$ cat src/rtl/analizador_canal_if.sv
// Channel-analyser bus: memory address/data plus start/busy/done handshake and result fields.
// master is the analyser side, slave is the memory/controller side.
interface analizador_canal_if #(
    parameter int M = 12
);
    logic           start;
    logic [9:0]     dir;
    logic [M-1:0]   data_in;
    logic           busy;
    logic           done;
    logic [M-1:0]   baseline;
    logic [M-1:0]   peak;
    logic [9:0]     peak_dir;
    logic [19:0]    charge;
    logic           trigger;

    modport master (
        input  start, data_in,
        output dir, busy, done, baseline, peak, peak_dir, charge, trigger
    );

    modport slave (
        output start, data_in,
        input  dir, busy, done, baseline, peak, peak_dir, charge, trigger
    );
endinterface

$ cat src/rtl/analizador_canal.sv
// Scans one stored channel trace: baseline from the first N_BASE samples, then peak/charge/trigger.
// Results with a one-cycle done pulse 152 clocks after start; start is ignored (not queued) while a pass runs.
module analizador_canal #(
    parameter int M          = 12,
    parameter int N_MUESTRAS = 150,
    parameter int N_BASE     = 8,
    parameter int UMBRAL     = 100
) (
    input  logic                  clk,
    input  logic                  reset,
    analizador_canal_if.master    bus
);

    localparam int          BSH  = $clog2(N_BASE);
    localparam int          SW   = M + BSH;
    localparam logic [9:0]  ULT  = 10'(N_MUESTRAS - 1);
    localparam logic [9:0]  PRIM = 10'(N_BASE);
    localparam logic [M:0]  UMB  = (M+1)'(UMBRAL);

    typedef enum logic [1:0] {IDLE, LECTURA, DRENAJE, FIN} estado_t;

    estado_t         estado_q, estado_d;
    logic [9:0]      dir_q, dir_d;
    logic            busy_q, busy_d;
    logic            done_q, done_d;
    logic            drain_q, drain_d;
    logic            dir_vld_q, dir_vld_d;
    logic            dat_vld_q, dat_vld_d;
    logic [9:0]      dat_dir_q, dat_dir_d;
    logic [SW-1:0]   suma_q, suma_d;
    logic [M-1:0]    base_int_q, base_int_d;
    logic [M-1:0]    baseline_q, baseline_d;
    logic [M-1:0]    peak_q, peak_d;
    logic [9:0]      peak_dir_q, peak_dir_d;
    logic [19:0]     charge_q, charge_d;
    logic            trigger_q, trigger_d;
    logic [M-1:0]    exceso;
    logic            disparo;

    always_comb begin
        estado_d   = estado_q;
        dir_d      = dir_q;
        busy_d     = busy_q;
        done_d     = done_q;
        drain_d    = drain_q;
        suma_d     = suma_q;
        base_int_d = base_int_q;
        baseline_d = baseline_q;
        peak_d     = peak_q;
        peak_dir_d = peak_dir_q;
        charge_d   = charge_q;
        trigger_d  = trigger_q;
        exceso     = '0;
        // 13-bit compare so baseline + threshold cannot wrap past full scale
        disparo    = ({1'b0, peak_q} >= ({1'b0, base_int_q} + UMB));

        case (estado_q)
            IDLE: begin
                dir_d = '0;
                if (bus.start) begin
                    estado_d   = LECTURA;
                    busy_d     = 1'b1;
                    peak_d     = '0;
                    peak_dir_d = '0;
                    charge_d   = '0;
                    trigger_d  = 1'b0;
                    suma_d     = '0;
                    base_int_d = '0;
                end
            end
            LECTURA: begin
                if (dir_q == ULT) begin
                    estado_d = DRENAJE;
                    drain_d  = 1'b0;
                end else begin
                    dir_d = dir_q + 10'd1;
                end
            end
            DRENAJE: begin
                if (drain_q) begin
                    estado_d   = FIN;
                    done_d     = 1'b1;
                    busy_d     = 1'b0;
                    baseline_d = base_int_q;
                    trigger_d  = disparo;
                end else begin
                    drain_d = 1'b1;
                end
            end
            FIN: begin
                estado_d = IDLE;
                done_d   = 1'b0;
                dir_d    = '0;
            end
            default: estado_d = IDLE;
        endcase

        // dir_vld marks a requested address, dat_vld marks the matching read data one clock later
        dir_vld_d = (estado_d == LECTURA);
        dat_vld_d = dir_vld_q;
        dat_dir_d = dir_q;

        if (dat_vld_q) begin
            if (dat_dir_q < PRIM) begin
                suma_d = suma_q + SW'(bus.data_in);
                if (dat_dir_q == PRIM - 10'd1) begin
                    base_int_d = suma_d[BSH +: M];
                end
            end else begin
                if (bus.data_in > base_int_q) begin
                    exceso = bus.data_in - base_int_q;
                end
                charge_d = charge_q + 20'(exceso);
                if ((dat_dir_q == PRIM) || (bus.data_in > peak_q)) begin
                    peak_d     = bus.data_in;
                    peak_dir_d = dat_dir_q;
                end
            end
        end
    end

    always_ff @(posedge clk) begin
        if (reset) begin
            estado_q   <= IDLE;
            dir_q      <= '0;
            busy_q     <= 1'b0;
            done_q     <= 1'b0;
            drain_q    <= 1'b0;
            dir_vld_q  <= 1'b0;
            dat_vld_q  <= 1'b0;
            dat_dir_q  <= '0;
            suma_q     <= '0;
            base_int_q <= '0;
            baseline_q <= '0;
            peak_q     <= '0;
            peak_dir_q <= '0;
            charge_q   <= '0;
            trigger_q  <= 1'b0;
        end else begin
            estado_q   <= estado_d;
            dir_q      <= dir_d;
            busy_q     <= busy_d;
            done_q     <= done_d;
            drain_q    <= drain_d;
            dir_vld_q  <= dir_vld_d;
            dat_vld_q  <= dat_vld_d;
            dat_dir_q  <= dat_dir_d;
            suma_q     <= suma_d;
            base_int_q <= base_int_d;
            baseline_q <= baseline_d;
            peak_q     <= peak_d;
            peak_dir_q <= peak_dir_d;
            charge_q   <= charge_d;
            trigger_q  <= trigger_d;
        end
    end

    assign bus.dir      = dir_q;
    assign bus.busy     = busy_q;
    assign bus.done     = done_q;
    assign bus.baseline = baseline_q;
    assign bus.peak     = peak_q;
    assign bus.peak_dir = peak_dir_q;
    assign bus.charge   = charge_q;
    assign bus.trigger  = trigger_q;

endmodule
$ cat src/flat_wrapper.sv
// flat-port wrapper written by rule: the top's interface ports become plain ports
module analizador_canal_flat 
#(
    parameter int M          = 12,
    parameter int N_MUESTRAS = 150,
    parameter int N_BASE     = 8,
    parameter int UMBRAL     = 100
)
  (clk, reset, bus_start, bus_data_in, bus_dir, bus_busy, bus_done, bus_baseline, bus_peak, bus_peak_dir, bus_charge, bus_trigger);
  analizador_canal_if #(.M(M)) bus_i ();
  input  logic clk;
  input  logic reset;
  input wire logic [$bits(bus_i.start)-1:0] bus_start;
  input wire logic [$bits(bus_i.data_in)-1:0] bus_data_in;
  output wire logic [$bits(bus_i.dir)-1:0] bus_dir;
  output wire logic [$bits(bus_i.busy)-1:0] bus_busy;
  output wire logic [$bits(bus_i.done)-1:0] bus_done;
  output wire logic [$bits(bus_i.baseline)-1:0] bus_baseline;
  output wire logic [$bits(bus_i.peak)-1:0] bus_peak;
  output wire logic [$bits(bus_i.peak_dir)-1:0] bus_peak_dir;
  output wire logic [$bits(bus_i.charge)-1:0] bus_charge;
  output wire logic [$bits(bus_i.trigger)-1:0] bus_trigger;
  assign bus_i.start = bus_start;
  assign bus_i.data_in = bus_data_in;
  assign bus_dir = bus_i.dir;
  assign bus_busy = bus_i.busy;
  assign bus_done = bus_i.done;
  assign bus_baseline = bus_i.baseline;
  assign bus_peak = bus_i.peak;
  assign bus_peak_dir = bus_i.peak_dir;
  assign bus_charge = bus_i.charge;
  assign bus_trigger = bus_i.trigger;
  analizador_canal #(.M(M), .N_MUESTRAS(N_MUESTRAS), .N_BASE(N_BASE), .UMBRAL(UMBRAL)) u_core (.clk(clk), .reset(reset), .bus(bus_i));
endmodule
$ cat config.mk
export PLATFORM = sky130hd
export DESIGN_NAME = analizador_canal_flat
export DESIGN_NICKNAME = d
export VERILOG_FILES = /design/src/rtl/analizador_canal_if.sv /design/src/rtl/analizador_canal.sv /design/src/flat_wrapper.sv
export SDC_FILE = /design/constraint.sdc
export NUM_CORES = 1
export LEC_CHECK = 0
export CORE_ASPECT_RATIO = 1.5
export CORE_MARGIN = 5
export CORE_UTILIZATION = 57
export CTS_CLUSTER_SIZE = 20
export DETAILED_ROUTE_END_ITERATION = 10
export PLACE_DENSITY_LB_ADDON = 0.3
export SLEW_MARGIN = 15
export SYNTH_ARGS = -nofsm -noshare
export SYNTH_HDL_FRONTEND = slang
export SYNTH_SLANG_ARGS = --single-unit
$ cat constraint.sdc
create_clock -name clk -period 5.7 [get_ports clk]
set_input_delay 0.57 -clock clk [delete_from_list [all_inputs] [get_ports clk]]
set_output_delay 0.57 -clock clk [all_outputs]
set_load 0.02 [all_outputs]
=== After elaboration in Yosys (flattened, before gate mapping) ===
Index checks and enable logic that the tools add are counted.

* Register bits after elaboration: 109
* Bits in latches: 0
* RAM bits: 0
* ROM bits: 0
* Output and inout bits: 67
* Memories: 0

* Add/subtract/negate cells: 5
* Multiply operators: 0
* Divide/modulo/power cells: 0
* Magnitude comparators: 4
* Eq/ne operators: 11
* Shift operators: 0
* Multiplexer cells: 42
* Bitwise operators: 0
* Reductions and logical operators: 12

{| class="wikitable"
|+ Operator list
! kind !! count
|-
| $mux W12 || 13
|-
| $mux W20 || 4
|-
| $mux W10 || 6
|-
| $mux W15 || 4
|-
| $gt A12 B12 Y1 || 2
|-
| $add A20 B12 Y20 || 1
|-
| $pmux W10 S2 || 1
|-
| $add A15 B12 Y15 || 1
|-
| $add A12 B7 Y13 const B || 1
|-
| $ge A12 B13 Y1 || 1
|-
| $sub A12 B12 Y12 || 1
|-
| $add A10 B1 Y10 const B || 1
|-
| $eq A10 B3 Y1 const B || 1
|-
| $eq A10 B4 Y1 const B || 1
|-
| $eq A10 B8 Y1 const B || 1
|-
| $lt A10 B4 Y1 const B || 1
|-
| $pmux W1 S2 || 4
|-
| $pmux W2 S4 || 1
|-
| $reduce_and A2 Y1 || 4
|-
| $reduce_bool A2 Y1 || 4
|-
| $mux W1 || 6
|-
| $mux W2 || 3
|-
| $eq A2 B1 Y1 const B || 2
|-
| $eq A2 B2 Y1 const B || 2
|-
| 6 further kinds || 8
|}

=== Depth between registers and ports, before layout ===
Gate-level depths: netlist (run 1).

* Depth in word-level cells: 7
* Depth in mapped cells: 19

=== Worst setup path after synthesis (run 1) ===
No wires, ideal clock.

* Path kind: input -> register
* Start: in bus_data_in[0]
* End: reg u_core.charge_q[18], in the netlist u_core.bus.charge[18]
* Library setup time: 74 ps
* Arrival: 4109 ps
* Required time: 5626 ps
* Slack: 1517 ps
* Cell stages on the path: 19
* Cell sequence: inv_1 ha_1 fa_1 nor2b_1 o221a_2 nor3_1 o21ai_0 o31ai_1 buf_2 nor2_1 ha_1 inv_1 fa_1 and2b_1 o31a_2 o2111ai_2 a311oi_2 or4b_1 o21ai_0

* Cells in the longest elaborated chain, start to end: 7
* Elaborated cells on any way between the ends: 8
* Those cells by class: add/sub (2); order compare (1); mux (5)

{| class="wikitable"
|+ Ends and longest elaborated chain
! element !! line !! text
|-
| from (decl) || flat_wrapper.sv:14 || <nowiki>input wire logic [$bits(bus_i.data_in)-1:0] bus_data_in;</nowiki>
|-
| $sub A12 B12 Y12 / $gt A12 B12 Y1 (equally long branches) || analizador_canal.sv:111, analizador_canal.sv:110 ||
|-
| $mux W12 * || analizador_canal.sv:110 || <nowiki>if (bus.data_in > base_int_q) begin</nowiki>
|-
| $mux W12 * || analizador_canal.sv:104 || <nowiki>if (dat_dir_q < PRIM) begin</nowiki>
|-
| $mux W12 * || analizador_canal.sv:103 || <nowiki>if (dat_vld_q) begin</nowiki>
|-
| $add A20 B12 Y20 * || analizador_canal.sv:113 || <nowiki>charge_d = charge_q + 20'(exceso);</nowiki>
|-
| $mux W20 * || analizador_canal.sv:104 ||
|-
| $mux W20 * || analizador_canal.sv:103 ||
|-
| to (signal assigned) || analizador_canal.sv:153 || <nowiki>charge_q <= charge_d;</nowiki>
|-
| to (decl) || analizador_canal.sv:35 || <nowiki>logic [19:0] charge_q, charge_d;</nowiki>
|}

Mark *: on every way between the ends. The rest lies on a longest branch, timed or not. The select of a mux whose other input is x is not followed.
A chain may end at the register's enable or synchronous reset.

=== Final worst setup path (run 1) ===
Same ends and word-level chain as after synthesis.

==> results of run 1 <==
[cell families (layout without fill, tap and decap cells)]
family | after synthesis | count (layout) | synth area share
buf+inv | 79 | 152 | 0.0470
simple gates | 334 | 334 | 0.238
compound gates | 198 | 198 | 0.191
mux | 21 | 21 | 0.0305
flops | 109 | 109 | 0.317
xor+xnor | 36 | 36 | 0.0458
fa+ha+maj | 70 | 70 | 0.130
[worst paths after layout]
kind / slack, ns / from / endpoint / cells past startpoint
max: 0.83 / bus_data_in[0] / u_core.bus.charge[18] / 19
min: 0.45 / u_core.dat_vld_d / u_core.dat_vld_q / 1
max reg2reg: 1.26 / u_core.base_int_q[5] / u_core.bus.charge[18] / 17
min reg2reg: 0.45 / u_core.dat_vld_d / u_core.dat_vld_q / 1
[per-stage QoR]
stage                     utilization  worst slack, ns
after global routing            0.682            0.465
after floorplan                     -             1.52
after detailed placement        0.655            0.546
after CTS                       0.681            0.865
after global placement          0.655            0.631
final                           0.682            0.827
[worst max-delay path, delay by kind of cell]
family | cells | cell delay, ns
and+or+nand+nor | 5 | 1.14
AOI/OAI and AO/OA | 7 | 1.60
buffers and inverters | 3 | 0.64
adders and majority gates | 4 | 1.21
[state kept, by name, summed over array words and instances (netlist names)]
name / cells
u_core.drain_q: 1
u_core.bus.peak_dir: 10
u_core.suma_q: 15
u_core.base_int_q: 12
u_core.bus.busy: 1
u_core.dat_vld_q: 1
u_core.bus.charge: 20
u_core.bus.done: 1
u_core.bus.peak: 12
u_core.dat_dir_q: 10
u_core.bus.baseline: 12
u_core.estado_q: 2
u_core.bus.trigger: 1
u_core.dat_vld_d: 1
u_core.bus.dir: 10
[Yosys cell counts, types with 8 or more instances]
cell type | instances | area (um2)
o21ai_0 | 35 | 175
inv_1 | 48 | 180
xnor2_1 | 26 | 228
or3_1 | 9 | 56.3
a31oi_1 | 8 | 50.1
nand4_1 | 17 | 106
nand3_1 | 39 | 195
mux2i_1 | 21 | 210
nor3_1 | 20 | 100
a21oi_1 | 68 | 340
nor2_1 | 59 | 221
nand2_1 | 124 | 465
clkbuf_1 | 15 | 56.3
nor2b_1 | 19 | 119
dfxtp_1 | 109 | 2180
xor2_1 | 10 | 87.6
ha_1 | 67 | 838
[cell type report]
class | count | area (um2)
Fill cell | 1021 | 3790
Tap cell | 153 | 191
Sequential cell | 109 | 2180
Timing Repair Buffer | 87 | 851
Multi-Input combinational cell | 659 | 4390
Inverter | 49 | 184
Clock buffer | 9 | 225
Clock inverter | 7 | 83.8
[routing by layer]
layer  track usage  up-vias  wire length (um)  share of wire
met3        0.0372       54               950          0.050
li1              -     3171                 -              -
met1         0.315     3067              7740           0.41
met5             0        -                 0              0
met2         0.466      195              9440           0.50
met4         0.112        0               705          0.037
[where the power goes]
| group | internal, mW | total (mW) | leakage, nW | switching (mW) |
|---|---|---|---|---|
| Clock | 0.319 | 0.652 | 0.152 | 0.333 |
| Combinational | 0.0781 | 0.216 | 2.07 | 0.138 |
| Sequential | 0.767 | 0.772 | 0.879 | 0.00520 |
==> qor.yml, run 1 <==
run_status:
  status: "finished, final reports clean"
synthesis:
  ys_types: 78
  postSynthNetCount: 932
  syn_area_um2: 6890
  postSynthAreaPerCell_um2: 8.13
  synthFlopType: "dfxtp_1"
  synth_cells: 847
  async_reset_ff_frac: 0
  ys_ff_latch: 109
  synth_warnings: 0
  synth-edff-count: 0
  yosysSeqAreaShare: 0.317
floorplanning:
  die_y_um: 145
  core-area_um2: 11900
  pin_count: 82
  std_cell_rows: 49
  die_w_um: 99.8
  die_area_um2: 14400
  start_util: 0.579
detailed_routing:
  drt_iter0_markers: 421
  drt-total-wl_mm: 18.8
  drc: 0
  drtPass1Iterations: 5
  viasPerCell: 6.05
  postRouteAntennaNets: 0
  vias: 6487
  wl_per_cell_um: 17.6
clock_tree:
  cts_tree: "built"
  clock-root-buffer: "clkbuf_16"
  cts_setup_buffers: 0
  clock_path_buffers: 2
  clk_pin_slew_ns: 0.09
  numCtsBuffers: 9
  clock-sinks: 109
  insertion_delay_ns: 0.36
  htreeDepth: 3
  cts_hold_buf: 0
  ctsResizeCount: 0
setup_path:
  crit_chain: "clkdlybuf4s50_1 > inv_1 > ha_1 > fa_1 > nor2b_1 > o221a_2 > nor3_1 > o21ai_0 > o31ai_2 > nor2_1 > ha_1 > inv_1 > fa_1 > and2b_1 > o31a_2 > o2111ai_2 > a311oi_2 > or4b_1 > o21ai_0"
  crit_fanout: 10
  end_kind: "flip-flop"
  arrival_ns: 5.16
  cpPeakStageDelay_ns: 0.50
  cp.required_ns: 5.99
  path_class: "input port to flip-flop"
  cp-start-kind: "input port"
  cp_slowest_cell: "clkdlybuf4s50_1"
timing:
  whs_ns: 0.451
  worst_pin_slew_ns: 1.13
  fin_crit_ns: 4.87
  max_freq_mhz: 205
  finalMaxSlewViolations: 0
  setup_viol: 0
  rsz0062_at_grt: "false"
  finalHoldViolCount: 0
  slew_headroom: 0.243
  fin_setup_tns_ns: 0
  clock_skew_ns: 0.0146
  fin_crit_sh: 0.855
place:
  post_dp_cell_area_um2: 7790
  globalplace.congestion: 0.935
  io_buffer_count: 81
  hpwlAfterDp_mm: 14.2
  dp.cells: 1057
global_route:
  grt_pass1_wl_mm: 30.4
  antenna_found_initial: 0
  grt_max_degree: 72
  grt.overflow.total: 0
  grt_pass1_vias: 6197
  grt_util_all_layers: 0.263
cells_and_area:
  layout_common_cells: "nand2_1, dfxtp_1, clkdlybuf4s50_1, a21oi_1, ha_1"
  final_cells: 1073
  diodes: 0
  syn_to_final_growth_pct: 17.7
  final_common_cell: "nand2_1"
  drive_gt1_frac: 0.0543
  nets: 1000
  fin_area_um2: 8110
power_and_ir_drop:
  power_mw: 1.64
  p_leak_nw: 3.10
  p_per_area_nw_per_um2: 202
  ir_worst_vdd_mv: 0.183
hold_path:
  hold_path.class: "flip-flop to flip-flop"
flow_run:
  cap_violations: 0
(Power assumes the default switching activity.)
==> run 2: changes to the inputs <==
--- a/config.mk
+++ b/config.mk
@@ -5,9 +5,11 @@
 export SDC_FILE = /design/constraint.sdc
 export NUM_CORES = 1
 export LEC_CHECK = 0
+export CELL_PAD_IN_SITES_DETAIL_PLACEMENT = 1
+export CELL_PAD_IN_SITES_GLOBAL_PLACEMENT = 1
 export CORE_ASPECT_RATIO = 1.5
 export CORE_MARGIN = 5
-export CORE_UTILIZATION = 57
+export CORE_UTILIZATION = 42
 export CTS_CLUSTER_SIZE = 20
 export DETAILED_ROUTE_END_ITERATION = 10
 export PLACE_DENSITY_LB_ADDON = 0.3
==> qor.yml, run 2 (same netlist as run 1, synthesis figures left out) <==
place:
  io_buffer_count: 81  # unchanged
  dp.cells: 1110  # +5.0%
  hpwlAfterDp_mm: 16.1  # +13%
  globalplace.congestion: 0.843  # -9.9%
cells_and_area:
  syn_to_final_growth_pct: 18.7
  layout_common_cells: "nand2_1, dfxtp_1, clkdlybuf4s50_1, a21oi_1, ha_1"
  multi_input_area_um2: 4380  # -0.11%
  drive_gt1_frac: 0.0533  # -0.00109
  final_cells: 1126  # +4.9%
  final_common_cell: "nand2_1"
  regArea_um2: 2180  # unchanged
  diodes: 0  # unchanged
  largest_reg_flops: 20  # unchanged
  fillers: 1972  # +93%
  nets: 1000  # unchanged
global_route:
  grt_pass1_wl_mm: 34.5  # +13%
  antenna_found_initial: 0  # unchanged
  grt_pass1_vias: 6864  # +11%
  grt.overflow.total: 0  # unchanged
  grt_max_degree: 72  # unchanged
  grt_util_all_layers: 0.223  # -0.0400
clock_tree:
  clock-root-buffer: "clkbuf_16"
  clk_pin_slew_ns: 0.09  # about the same
  htreeDepth: 3  # unchanged
  cts_tree: "built"
  numCtsBuffers: 9  # unchanged
  clock-sinks: 109  # unchanged
  cts_setup_buffers: 0  # unchanged
  cts_hold_buf: 0  # unchanged
  ctsResizeCount: 0  # unchanged
  clock_path_buffers: 2  # unchanged
  insertion_delay_ns: 0.37  # about the same
setup_path:
  crit_fanout: 8  # -2
  cpPeakStageDelay_ns: 0.55  # +0.05 ns
  end_kind: "flip-flop"
  reg2reg_depth: 16  # -1
  r2r_slack_ns: 1.27  # about the same
  cp-start-kind: "input port"
  reg2reg_from: "u_core.base_int_q[3]"
  path_class: "input port to flip-flop"
  cp.required_ns: 5.99  # about the same
  crit_start: "bus_data_in[0]"
  arrival_ns: 5.11  # -0.05 ns
  cp_slowest_cell: "o41ai_2"
  crit_chain: "clkdlybuf4s50_1 > inv_1 > ha_1 > fa_1 > nor2b_1 > o221a_2 > nor3_1 > o21ai_0 > o31ai_1 > or2_2 > inv_1 > ha_1 > a211oi_1 > o21ai_1 > o21a_1 > o41ai_2 > o21ai_0 > a21boi_0"
  r2r-end: "u_core.bus.charge[13]"
timing:
  clock_skew_ns: 0.00888  # -0.00572 ns
  rsz0062_at_grt: "false"
  fin_crit_ns: 4.82  # -0.0557 ns
  finalMaxSlewViolations: 0  # unchanged
  setup_viol: 0  # unchanged
  whs_ns: 0.443  # -0.00786 ns
  fin_setup_tns_ns: 0  # unchanged
  worst_pin_slew_ns: 0.911  # -0.222 ns
  slew_headroom: 0.388  # +0.145
  finalHoldViolCount: 0  # unchanged
  max_freq_mhz: 208  # +1.2%
  fin_crit_sh: 0.845  # -0.00977
flow_run:
  cap_violations: 0  # unchanged
detailed_routing:
  drtPass1Iterations: 4  # -1
  viasPerCell: 5.78  # -4.3%
  wl_per_cell_um: 18.7  # +6.5%
  vias: 6512  # +0.39%
  postRouteAntennaNets: 0  # unchanged
  drt-total-wl_mm: 21.1  # +12%
  drc: 0  # unchanged
  drt_iter0_markers: 254  # -40%
hold_path:
  holdPathEnd: "u_core.dat_vld_q"
  holdPathStages: 1  # unchanged
  hp-start: "u_core.dat_vld_d"
  hold_path.class: "flip-flop to flip-flop"
floorplanning:
  die_y_um: 167  # +15%
  core-area_um2: 16200  # +36%
  pin_count: 82  # unchanged
  die_w_um: 115  # +15%
  die_area_um2: 19100  # +32%
  start_util: 0.425  # -0.154
  std_cell_rows: 57  # +16%
power_and_ir_drop:
  seqPwrFrac: 0.462  # -0.009
  p_sw_frac: 0.302  # +0.0113
  p_int_mw: 1.17  # +0.25%
  p_per_area_nw_per_um2: 204  # +0.99%
  ir_worst_vdd_mv: 0.122  # -33%
  p_leak_nw: 3.10  # about the same
  power.share.clock: 0.407  # +0.010
  power_switching_mw: 0.505  # +5.9%
  p_comb_frac: 0.131  # about the same
  power_mw: 1.67  # +1.9%
run_status:
  status: "finished, final reports clean"
run 2: changes by cell type in the layout (fill, tap and decap cells not counted):
cell      before  now
inv_8          3    1
inv_6          1    2
clkinv_4       1    0
clkinv_8       1    3
o31ai_2        2    1
o31ai_1        4    5
run 2: power by group through the flow:
stage	logic, mW	registers, mW	clock network [mW]
detailed placement	0.216	0.790	0
floorplan	0.149	0.790	0
finish	0.219	0.772	0.681
global route	0.242	0.773	0.724
global placement	0.213	0.790	0
CTS	0.219	0.772	0.697
run 2: how the worst max path moves through the flow:
| stage | to | slack (ns) |
|---|---|---|
| global placement | u_core.bus.charge[18] | 0.70 |
| floorplan | u_core.bus.charge[18] | 1.52 |
| CTS | u_core.bus.charge[13] | 0.89 |
| global route | u_core.bus.charge[13] | 0.44 |
| detailed placement | u_core.bus.charge[18] | 0.51 |
| finish | u_core.bus.charge[13] | 0.88 |
run 2: area by class of cell:
cell class / instances / area share
multi-input cells: 659 / 0.536
flip-flops and latches: 109 / 0.267
repair buffers: 87 / 0.104
well taps: 206 / 0.0315
clock buffers: 9 / 0.0275
inverters: 49 / 0.0225
clock inverters: 7 / 0.0115
run 2: through the flow:
step                instance area (um2)  utilization  setup WS, ns
finish                             8180        0.505         0.883
detailed placement                 7860        0.485         0.507
global route                       8180        0.505         0.438
global placement                   7860        0.485         0.697
floorplan                          6890            -          1.52
CTS                                8180        0.505         0.886
run 2: metal layers:
layer / global-route usage / vias to the layer above / routed length [um]
met1: 0.258 / 3197 / 8800
met4: 0.0770 / 0 / 551
met2: 0.413 / 108 / 11100
li1: - / 3167 / -
met3: 0.0269 / 40 / 583
met5: 0 / - / 0
run 2: worst max-delay path: cells and delay by family:
family,cells,cell delay [ns]
compound gates,9,2.36
fa+ha+maj,3,0.87
simple gates,3,0.64
buf+inv,3,0.65
==> run 3: changes to the inputs <==
--- a/config.mk
+++ b/config.mk
@@ -9,7 +9,7 @@
 export CELL_PAD_IN_SITES_GLOBAL_PLACEMENT = 1
 export CORE_ASPECT_RATIO = 1.5
 export CORE_MARGIN = 5
-export CORE_UTILIZATION = 42
+export CORE_UTILIZATION = 38
 export CTS_CLUSTER_SIZE = 20
 export DETAILED_ROUTE_END_ITERATION = 10
 export PLACE_DENSITY_LB_ADDON = 0.3
==> constraint.sdc (replaced) <==
create_clock -name clk -period 4.3 [get_ports clk]
set_input_delay 0.43 -clock clk [delete_from_list [all_inputs] [get_ports clk]]
set_output_delay 0.43 -clock clk [all_outputs]
set_load 0.02 [all_outputs]
==> qor.yml, run 3 (same netlist as run 1, synthesis figures left out) <==
setup_path:
  crit_chain: "clkdlybuf4s50_1 > ha_1 > or2_2 > o221a_2 > nor3_1 > o21ai_1 > o31ai_2 > nor2_1 > ha_2 > inv_1 > fa_1 > and2b_1 > o31a_2 > o2111ai_4 > a311oi_4 > buf_4 > a32o_1 > a31o_2"
  crit_fanout: 5  # -3
  cp-start-kind: "input port"
  cp_top_family: "compound AO/OA/AOI/OAI gates"
  r2r_slack_ns: 0.35  # -0.92 ns
  end_kind: "flip-flop"
  arrival_ns: 4.30  # -0.81 ns
  cp_slowest_cell: "clkdlybuf4s50_1"
  cpPeakStageDelay_ns: 0.48  # -0.07 ns
  cp.buffers_inverters: 3  # unchanged
  cp.required_ns: 4.56  # -1.43 ns
  path_class: "input port to flip-flop"
floorplanning:
  std_cell_rows: 60  # +5.3%
  die_area_um2: 21000  # +9.7%
  core-area_um2: 17900  # +10%
  die_w_um: 120  # +4.7%
  pin_count: 82  # unchanged
  die_y_um: 175  # +4.8%
  start_util: 0.386  # -0.0400
cells_and_area:
  drive_gt1_frac: 0.121  # +0.0679
  nets: 1062  # +6.2%
  layout_common_cells: "nand2_1, dfxtp_1, clkdlybuf4s50_1, a21oi_1, buf_4"
  fillers: 2185  # +11%
  largest_reg_flops: 20  # unchanged
  syn_to_final_growth_pct: 26.5
  multi_input_area_um2: 4430  # +1.1%
  final_core_util: 0.488  # -0.0175
  diodes: 0  # unchanged
  final_common_cell: "nand2_1"
  fin_area_um2: 8710  # +6.5%
  regArea_um2: 2180  # unchanged
detailed_routing:
  drt_iter0_markers: 326  # +28%
  top_layer: "met4"
  wl_per_cell_um: 18.8  # +0.38%
  dr_wl_met3_um: 526  # -9.8%
  routed-wl-met2_mm: 12.1  # +8.7%
  drt-total-wl_mm: 22.5  # +6.9%
  postRouteAntennaNets: 0  # unchanged
  drt-met1-wl_mm: 9.17  # +4.2%
  viasPerCell: 5.67  # -1.9%
  drc: 0  # unchanged
  drtPass1Iterations: 4  # unchanged
  vias: 6800  # +4.4%
global_route:
  grt_pass1_wl_mm: 36.1  # +4.6%
  grt_max_degree: 72  # unchanged
  grt_util_all_layers: 0.215  # -0.00842
  grt_pass1_vias: 7093  # +3.3%
  antenna_found_initial: 0  # unchanged
  grt.overflow.total: 0  # unchanged
clock_tree:
  htreeDepth: 3  # unchanged
  clock-sinks: 109  # unchanged
  cts_hold_buf: 0  # unchanged
  numCtsBuffers: 9  # unchanged
  cts_tree: "built"
  insertion_delay_ns: 0.36  # about the same
  clock_path_buffers: 2  # unchanged
  clk_pin_slew_ns: 0.08  # about the same
  clock-root-buffer: "clkbuf_16"
flow_run:
  cap_violations: 0  # unchanged
timing:
  slew_headroom: 0.430  # +0.0414
  worst_pin_slew_ns: 0.855  # -0.0553 ns
  fin_crit_sh: 0.941
  rsz0062_at_grt: "false"
  max_freq_mhz: 247
  finalMaxSlewViolations: 0  # unchanged
  setup_viol: 0  # unchanged
  clock_skew_ns: 0.0117  # +0.00278 ns
  whs_ns: 0.457  # +0.0145 ns
  fin_crit_ns: 4.05
  finalHoldViolCount: 0  # unchanged
  setup_ws_ns: 0.254  # -0.628 ns
place:
  hpwlAfterDp_mm: 17.6  # +9.7%
  post_dp_cell_area_um2: 8300  # +5.6%
  io_buffer_count: 81  # unchanged
  preCtsSetupSlack_ns: -0.374  # -0.881 ns
  globalplace.congestion: 0.866  # +2.8%
power_and_ir_drop:
  p_leak_nw: 3.43  # +11%
  ir_worst_vdd_mv: 0.171  # +40%
  p_per_area_nw_per_um2: 263  # +29%
hold_path:
  hold_path.class: "flip-flop to flip-flop"
run_status:
  status: "finished, final reports clean"
run 3: changes by cell type in the layout (fill, tap and decap cells not counted), moves of 2 or more:
cell | previous run | this run
buf_4 | 6 | 68
clkinv_8 | 3 | 0
ha_1 | 67 | 65
ha_2 | 0 | 2
inv_8 | 1 | 3
o21ai_0 | 35 | 33
o21ai_1 | 2 | 4
run 3: worst register-to-register path, stage by stage (launching register included):
cell and delay, ns:
dfxtp_1 0.49, ha_2 0.27, fa_2 0.22, nor2b_2 0.05
o221a_2 0.23, nor3_1 0.27, o21ai_1 0.11, o31ai_2 0.10
nor2_1 0.10, ha_2 0.20, inv_1 0.07, fa_1 0.17
and2b_1 0.19, o31a_2 0.36, o2111ai_4 0.25, a311oi_4 0.15
buf_4 0.18, a32o_1 0.21, a31o_2 0.20
run 3: power breakdown:
group	switching [mW]	internal, mW
combinational	0.198	0.133
clock	0.459	0.477
sequential	0.00679	1.02
total	0.664	1.63
run 3: path summary, 6_finish.rpt:
kind,cells past startpoint,endpoint,startpoint
hold / removal,2,u_core.bus.baseline[4],u_core.bus.baseline[4]
setup / recovery,18,u_core.bus.charge[16],bus_data_in[3]
hold reg to reg,2,u_core.bus.baseline[4],u_core.bus.baseline[4]
setup reg to reg,18,u_core.bus.charge[16],u_core.base_int_q[0]
run 3: area by class of cell:
type / instances / area share
clock buffer: 9 / 0.0259
sequential: 109 / 0.250
multi-input combinational: 659 / 0.509
tap: 217 / 0.0312
clock inverter: 7 / 0.0112
timing repair buffer: 149 / 0.151
inverter: 49 / 0.0211
run 3: per-layer routing:
layer	global-route usage	vias up
met5	0	-
met4	0.0874	0
met3	0.0227	41
met2	0.406	103
met1	0.241	3369
li1	-	3287
run 3: through the flow:
| stage | cells | total power, mW | TNS [ns] |
|---|---|---|---|
| final | 1199 | 2.29 | 0 |
| after global routing | 1199 | 2.40 | 0 |
| after CTS | 1195 | 2.32 | 0 |
| after detailed placement | 1178 | 1.37 | -2.01 |
| after global placement | 1178 | 1.36 | -0.768 |
| after floorplan | 847 | 1.24 | 0 |
run 3: timing repair:
item	4_1_cts	5_1_grt
setup buffers	1	4
gates resized for setup	3	10
setup endpoints to repair	1	5
pin swaps	1	8
cloned	0	0
